==> src/rtl/rtc_bus_ctrl_if.sv <==
// rtc_bus_ctrl_if: multiplexed address/data bus and strobes of the V3023 RTC
interface rtc_bus_ctrl_if;
  logic cs_n, rd_n, wr_n, a_d, ad_oe;
  logic [7:0] ad_out, ad_in;
  modport master (output cs_n, rd_n, wr_n, a_d, ad_oe, ad_out, input ad_in);
  modport slave (input cs_n, rd_n, wr_n, a_d, ad_oe, ad_out, output ad_in);
endinterface

==> src/rtl/rtc_bus_ctrl.sv <==
// rtc_bus_ctrl: sequences the nine time/timer registers to and from the V3023 RTC bus
module rtc_bus_ctrl #(
  parameter int T_PHASE = 10
) (
  input  logic clk,
  input  logic reset,
  input  logic start_wr,
  input  logic start_rd,
  input  logic [7:0] ano, mes, dia, horas, minutos, segundos, ht, mt, st,
  output logic [7:0] anole, mesle, diale, horasle, minutosle, segundosle, htle, mtle, stle,
  output logic Listo_es,
  output logic Listo_rd,
  output logic busy,
  rtc_bus_ctrl_if.master bus
);
  typedef enum logic [3:0] {IDLE, A_SET, A_STB, A_HLD, GAP, D_SET, D_STB, D_HLD, D_END, NEXT} state_t;
  state_t state, state_nx;
  logic [7:0] ph, addr, data;
  logic [3:0] idx, tab;
  logic is_rd, go, last, rd_x, a_ph, d_ph, wr_d;
  logic [7:0] wdat [9];
  logic [7:0] le [9];
  function automatic logic [7:0] reg_addr(input logic [3:0] i);
    return i < 4'd6 ? 8'h21 + {4'd0, i} : 8'h3b + {4'd0, i};
  endfunction
  always_comb begin
    last = ph == 8'(T_PHASE - 1);
    go = state == IDLE && (start_wr || start_rd);
    tab = is_rd ? idx - 4'd1 : idx;
    rd_x = is_rd && idx != 4'd0;
    addr = is_rd ? (idx == 4'd0 ? 8'hf0 : reg_addr(tab)) : (idx == 4'd9 ? 8'hf1 : reg_addr(tab));
    data = is_rd || idx == 4'd9 ? 8'h00 : wdat[tab];
    state_nx = state == IDLE ? (go ? A_SET : IDLE) :
               state == NEXT ? (idx == 4'd9 ? IDLE : A_SET) :
               last ? state_t'(state + 4'd1) : state;
    a_ph = state inside {A_SET, A_STB, A_HLD};
    d_ph = state inside {D_SET, D_STB, D_HLD};
    wr_d = d_ph && !rd_x;
    bus.cs_n = !(a_ph || d_ph);
    bus.a_d = !a_ph;
    bus.wr_n = !(state == A_STB || (state == D_STB && !rd_x));
    bus.rd_n = !(state == D_STB && rd_x);
    bus.ad_oe = a_ph || wr_d;
    bus.ad_out = a_ph ? addr : wr_d ? data : 8'h00;
    busy = state != IDLE;
  end
  always_ff @(posedge clk) begin
    if (!reset) begin
      state <= IDLE;
      ph <= '0;
      idx <= '0;
      is_rd <= 1'b0;
      Listo_es <= 1'b0;
      Listo_rd <= 1'b0;
      wdat <= '{default: 8'h00};
      le <= '{default: 8'h00};
    end else begin
      state <= state_nx;
      ph <= state_nx != state || state == IDLE ? 8'd0 : ph + 8'd1;
      if (go) begin
        idx <= '0;
        is_rd <= !start_wr;
        Listo_es <= 1'b0;
        Listo_rd <= 1'b0;
        if (start_wr) wdat <= '{segundos, minutos, horas, dia, mes, ano, st, mt, ht};
      end
      if (state == NEXT) begin
        idx <= idx == 4'd9 ? 4'd0 : idx + 4'd1;
        if (idx == 4'd9) begin
          Listo_es <= !is_rd;
          Listo_rd <= is_rd;
        end
      end
      if (state == D_STB && last && rd_x) le[tab] <= bus.ad_in;
    end
  end
  assign {segundosle, minutosle, horasle, diale, mesle, anole, stle, mtle, htle} =
         {le[0], le[1], le[2], le[3], le[4], le[5], le[6], le[7], le[8]};
endmodule

==> src/flat_wrapper.sv <==
// flat-port wrapper written by rule: the top's interface ports become plain ports
module rtc_bus_ctrl_flat 
#(
  parameter int T_PHASE = 10
)
  (clk, reset, start_wr, start_rd, ano, mes, dia, horas, minutos, segundos, ht, mt, st, anole, mesle, diale, horasle, minutosle, segundosle, htle, mtle, stle, Listo_es, Listo_rd, busy, bus_cs_n, bus_rd_n, bus_wr_n, bus_a_d, bus_ad_oe, bus_ad_out, bus_ad_in);
  rtc_bus_ctrl_if bus_i ();
  input  logic clk;
  input  logic reset;
  input  logic start_wr;
  input  logic start_rd;
  input  logic [7:0] ano;
  input  logic [7:0] mes;
  input  logic [7:0] dia;
  input  logic [7:0] horas;
  input  logic [7:0] minutos;
  input  logic [7:0] segundos;
  input  logic [7:0] ht;
  input  logic [7:0] mt;
  input  logic [7:0] st;
  output logic [7:0] anole;
  output logic [7:0] mesle;
  output logic [7:0] diale;
  output logic [7:0] horasle;
  output logic [7:0] minutosle;
  output logic [7:0] segundosle;
  output logic [7:0] htle;
  output logic [7:0] mtle;
  output logic [7:0] stle;
  output logic Listo_es;
  output logic Listo_rd;
  output logic busy;
  output wire logic [$bits(bus_i.cs_n)-1:0] bus_cs_n;
  output wire logic [$bits(bus_i.rd_n)-1:0] bus_rd_n;
  output wire logic [$bits(bus_i.wr_n)-1:0] bus_wr_n;
  output wire logic [$bits(bus_i.a_d)-1:0] bus_a_d;
  output wire logic [$bits(bus_i.ad_oe)-1:0] bus_ad_oe;
  output wire logic [$bits(bus_i.ad_out)-1:0] bus_ad_out;
  input wire logic [$bits(bus_i.ad_in)-1:0] bus_ad_in;
  assign bus_cs_n = bus_i.cs_n;
  assign bus_rd_n = bus_i.rd_n;
  assign bus_wr_n = bus_i.wr_n;
  assign bus_a_d = bus_i.a_d;
  assign bus_ad_oe = bus_i.ad_oe;
  assign bus_ad_out = bus_i.ad_out;
  assign bus_i.ad_in = bus_ad_in;
  rtc_bus_ctrl #(.T_PHASE(T_PHASE)) u_core (.clk(clk), .reset(reset), .start_wr(start_wr), .start_rd(start_rd), .ano(ano), .mes(mes), .dia(dia), .horas(horas), .minutos(minutos), .segundos(segundos), .ht(ht), .mt(mt), .st(st), .anole(anole), .mesle(mesle), .diale(diale), .horasle(horasle), .minutosle(minutosle), .segundosle(segundosle), .htle(htle), .mtle(mtle), .stle(stle), .Listo_es(Listo_es), .Listo_rd(Listo_rd), .busy(busy), .bus(bus_i));
endmodule
==> config.mk <==
export PLATFORM = sky130hd
export DESIGN_NAME = rtc_bus_ctrl_flat
export DESIGN_NICKNAME = d
export VERILOG_FILES = /design/src/rtl/rtc_bus_ctrl_if.sv /design/src/rtl/rtc_bus_ctrl.sv /design/src/flat_wrapper.sv
export SDC_FILE = /design/constraint.sdc
export NUM_CORES = 1
export LEC_CHECK = 0
export CAP_MARGIN = 10
export CORE_ASPECT_RATIO = 0.5
export CORE_UTILIZATION = 40
export CTS_CLUSTER_DIAMETER = 100
export CTS_CLUSTER_SIZE = 10
export DETAILED_ROUTE_END_ITERATION = 7
export PLACE_DENSITY = 0.64
export SETUP_SLACK_MARGIN = 0.5
export SYNTH_ARGS = -nofsm -noshare
export SYNTH_HDL_FRONTEND = slang
export SYNTH_SLANG_ARGS = --single-unit
==> constraint.sdc <==
create_clock -name clk -period 7.7 [get_ports clk]
set_clock_uncertainty 0.2 [all_clocks]
set_input_delay 1.925 -clock clk [delete_from_list [all_inputs] [get_ports clk]]
set_output_delay 1.925 -clock clk [all_outputs]
set_load 0.02 [all_outputs]
==> reports/qor.txt <==
Status - complete, no violations
Crit path required time - 5.58 ns
Max Freq - 0.155 GHz
Setup_tns - 0 ns
Drt initial violations - 487
Global-route wire length before repair - 35100 um
Routed WL per cell - 16.8 um
Detailed-route via count - 7054
Largest net degree at the start of global routing - 93
Final hold vios - 0
Nets - 1149
Drt first pass iters - 5
Highest fanout seen on the critical path - 12
Worst min-delay path class - reg -> reg
Synth Area per Inst - 8.25 sq um
TritonCTS Buffers - 17
# hold bufs at CTS - 0
Total global routing overflow - 0
Post_cts resized - 0
Pre-CTS setup slack - 1.73 ns
Seq/Total Area, Yosys - 0.421
Skew-Pair Late Insertion Delay - 0.43 ns
Final Worst Setup Slack - 1.26 ns
Via-per-instance ratio - 5.33
RR Startpoint - u_core.idx[0]
Unrepaired setup endpoints after global routing - no
I/O Pins - 172
Synth async-reset ratio - 0
Setup slack on the worst flop-to-flop path - 4.22 ns
P_leak - 3.43 nW
Layout cell share with drive strength beyond 1 - 0.0526
Max incr delay on CP - 0.66 ns
CP arrival - 4.32 ns
Row count - 35
Largest cells by area after synthesis - dfxtp_1 42%, a21boi_0 12%, nand2_1 9.0%
Vias in the first global route - 6743
Die Y - 100 um
Tmin final - 6.44 ns
Mapped Cells - 940
Post-synth top cells - 185 x nand2_1, 163 x dfxtp_1, 123 x a21boi_0, 94 x nand3_1, 85 x o21ai_0
Initial antenna violation count - 0
Routability congestion estimate - 0.844
Longest Clk Path Bufs - 2
CP Capture Type - primary output
Clock transition at the registers of the reported paths - 0.07 ns
Pwr dens - 190 nW/um^2
Crit-path cells - inv_1 > ha_1 > and2_1 > or2_2 > inv_1 > ha_1 > inv_1 > or3_1 > a2111o_1 > o211ai_1 > clkdlybuf4s50_1
Fin. max-slew vios - 0
Port-buffer cells - 171
CTS tree - done
Worst slew margin - 0.210
Setup CP Type - reg -> out
Post-synth net total - 1038
Worst Hold Path EP - u_core.wdat[35]
Crit-path most repeated cell - inv_1
Drt total wl - 22200 um
Core Region - 18700 sq um
Synth cell types - 62
Fill count - 1787
Post-synth top area cell - dfxtp_1
Antenna cell count - 0
Startpoint Class - flip-flop
Clock Root Buffer - clkbuf_16
CTS Sinks - 163
Post-synth top flop - dfxtp_1
MaxCap Viol Count - 0
CP bufs+invs - 4
Die Area - 20000 sq um
Most instantiated library cell after synthesis - nand2_1
Part of the cycle the worst path needs - 0.837
Critical register-to-register path endpoint - u_core.mtle[2]
Flops & latches, synth - 163
Initial Util - 0.415
Slowest-stage cell, CP - clkdlybuf4s50_1
DR DRC count - 0
Synth-to-Final Area Change - 29.4%
Delay-heaviest family, CP - buffers and inverters
Die width - 199 um
Area share of the largest cell type after synthesis - 0.421
Synth Warn # - 0
Htree depth - 4
Worst R2R Path Depth - 9
VDD IR max - 150 uV
Post-CTS setup buffers - 0
Global Route Usage Sum - 0.224
Mapped Area - 7760 sq um
Post-DP HPWL - 15400 um
Antenna Nets Post-Route - 0
Hold path startpoint - u_core.wdat[35]
Number of synthesized flops with an enable pin - 0
Least-Margin Pin Slew - 1.18 ns
Worst hold path cell count - 2
Setup-failing EPs final - 0
-- worst min-delay path, stage by stage (launching register included) --
cell	delay, ns
dfxtp_1	0.31
nand2_1	0.05
a21boi_0	0.06
-- state kept, by name, indices dropped and copies added, names as in the netlist --
register	cells
u_core.htle	8
u_core.stle	8
u_core.mesle	8
u_core.Listo_es	1
u_core.wdat	72
u_core.mtle	8
u_core.Listo_rd	1
u_core.idx	4
u_core.horasle	8
u_core.minutosle	8
u_core.is_rd	1
u_core.segundosle	8
u_core.diale	8
u_core.state	4
u_core.anole	8
u_core.ph	8
-- power breakdown --
group / switching (W) / internal (W) / leakage [nW] / total [W]
Clock: 0.000390 / 0.000427 / 0.269 / 0.000818
Combinational: 0.000108 / 0.0000936 / 1.84 / 0.000201
Sequential: 0.0000183 / 0.000867 / 1.32 / 0.000885
-- cell usage in the layout, fill, tap and decap left out, types with 2 or more instances in the layout --
cell type        synthesis  routed
or2_2                    4       4
nand2_1                185     184
mux2i_1                 20      20
nor2_1                  22      22
buf_4                    5       7
ha_1                    14      14
or3_1                    3       3
clkbuf_16                0      17
inv_8                    0       4
inv_1                   13      13
xnor2_1                  3       3
nand3b_1                 3       3
a221oi_1                 3       3
clkinvlp_4               0       3
a31oi_1                  2       2
xor2_1                  10       9
clkdlybuf4s50_1          0     170
nand3_1                 94      94
inv_6                    0       6
dfxtp_1                163     163
mux4_2                   2       2
nand4_1                  2       2
a21oi_1                 12      12
and2_1                   7       6
a22oi_1                  6       6
o31ai_1                  4       4
a22o_1                   3       3
o21ai_0                 85      85
and3_1                   6       6
a32o_1                   4       4
nand2b_1                 3       3
a21boi_0               123     123
a21boi_1                24      24
nor2b_1                  5       5
o211ai_1                 3       3
a221o_1                  2       2
-- cell families (layout without fill, tap and decap cells) --
logic type / count (synthesis) / count (layout) / share of synthesized area
simple gates: 344 / 344 / 0.202
compound gates: 284 / 284 / 0.248
flops: 163 / 163 / 0.421
buf+inv: 99 / 223 / 0.0585
mux: 23 / 23 / 0.0331
fa+ha+maj: 14 / 14 / 0.0226
xor+xnor: 13 / 13 / 0.0147
-- through the flow --
stage                     area [sq um]  hold WS (ns)  total power (W)   util  std cells
after global placement            9480         0.258          0.00110  0.507       1291
final                            10000         0.270          0.00190  0.537       1323
after global routing             10000         0.292          0.00197  0.537       1323
after floorplan                   7760         0.240          0.00102      -        940
after detailed placement          9480         0.260          0.00111  0.507       1291
after CTS                        10000         0.270          0.00192  0.537       1323
-- worst max-delay path by stage --
stage,startpoint,end,slack [ns],depth (start not counted)
2_1_floorplan,u_core.idx[0],bus_ad_out[2],2.57,12
3_3_place_gp,u_core.idx[0],bus_ad_out[2],1.84,11
3_5_place_dp,u_core.idx[0],bus_ad_out[2],1.73,11
4_1_cts,u_core.idx[0],bus_ad_out[2],1.28,11
5_1_grt,u_core.idx[0],bus_ad_out[2],1.06,11
6_report,u_core.idx[0],bus_ad_out[2],1.26,11
-- per-layer routing --
layer  global-route usage  wire length (um)  vias up
met5                    0                 0        -
met4               0.0544               155        0
met3               0.0345              1010       16
met2                0.367             10300      181
met1                0.310             10800     3373
li1                     -                 -     3484
-- layout make-up --
| class | instances | area [sq um] | area share |
|---|---|---|---|
| sequential | 163 | 3260 | 0.325 |
| inverter | 14 | 52.6 | 0.00524 |
| clock buffer | 17 | 425 | 0.0424 |
| multi-input combinational | 678 | 4080 | 0.407 |
| timing repair buffer | 177 | 1750 | 0.175 |
| tap | 259 | 324 | 0.0323 |
| clock inverter | 15 | 134 | 0.0133 |
No activity file was read; power rests on OpenSTA's default activity.
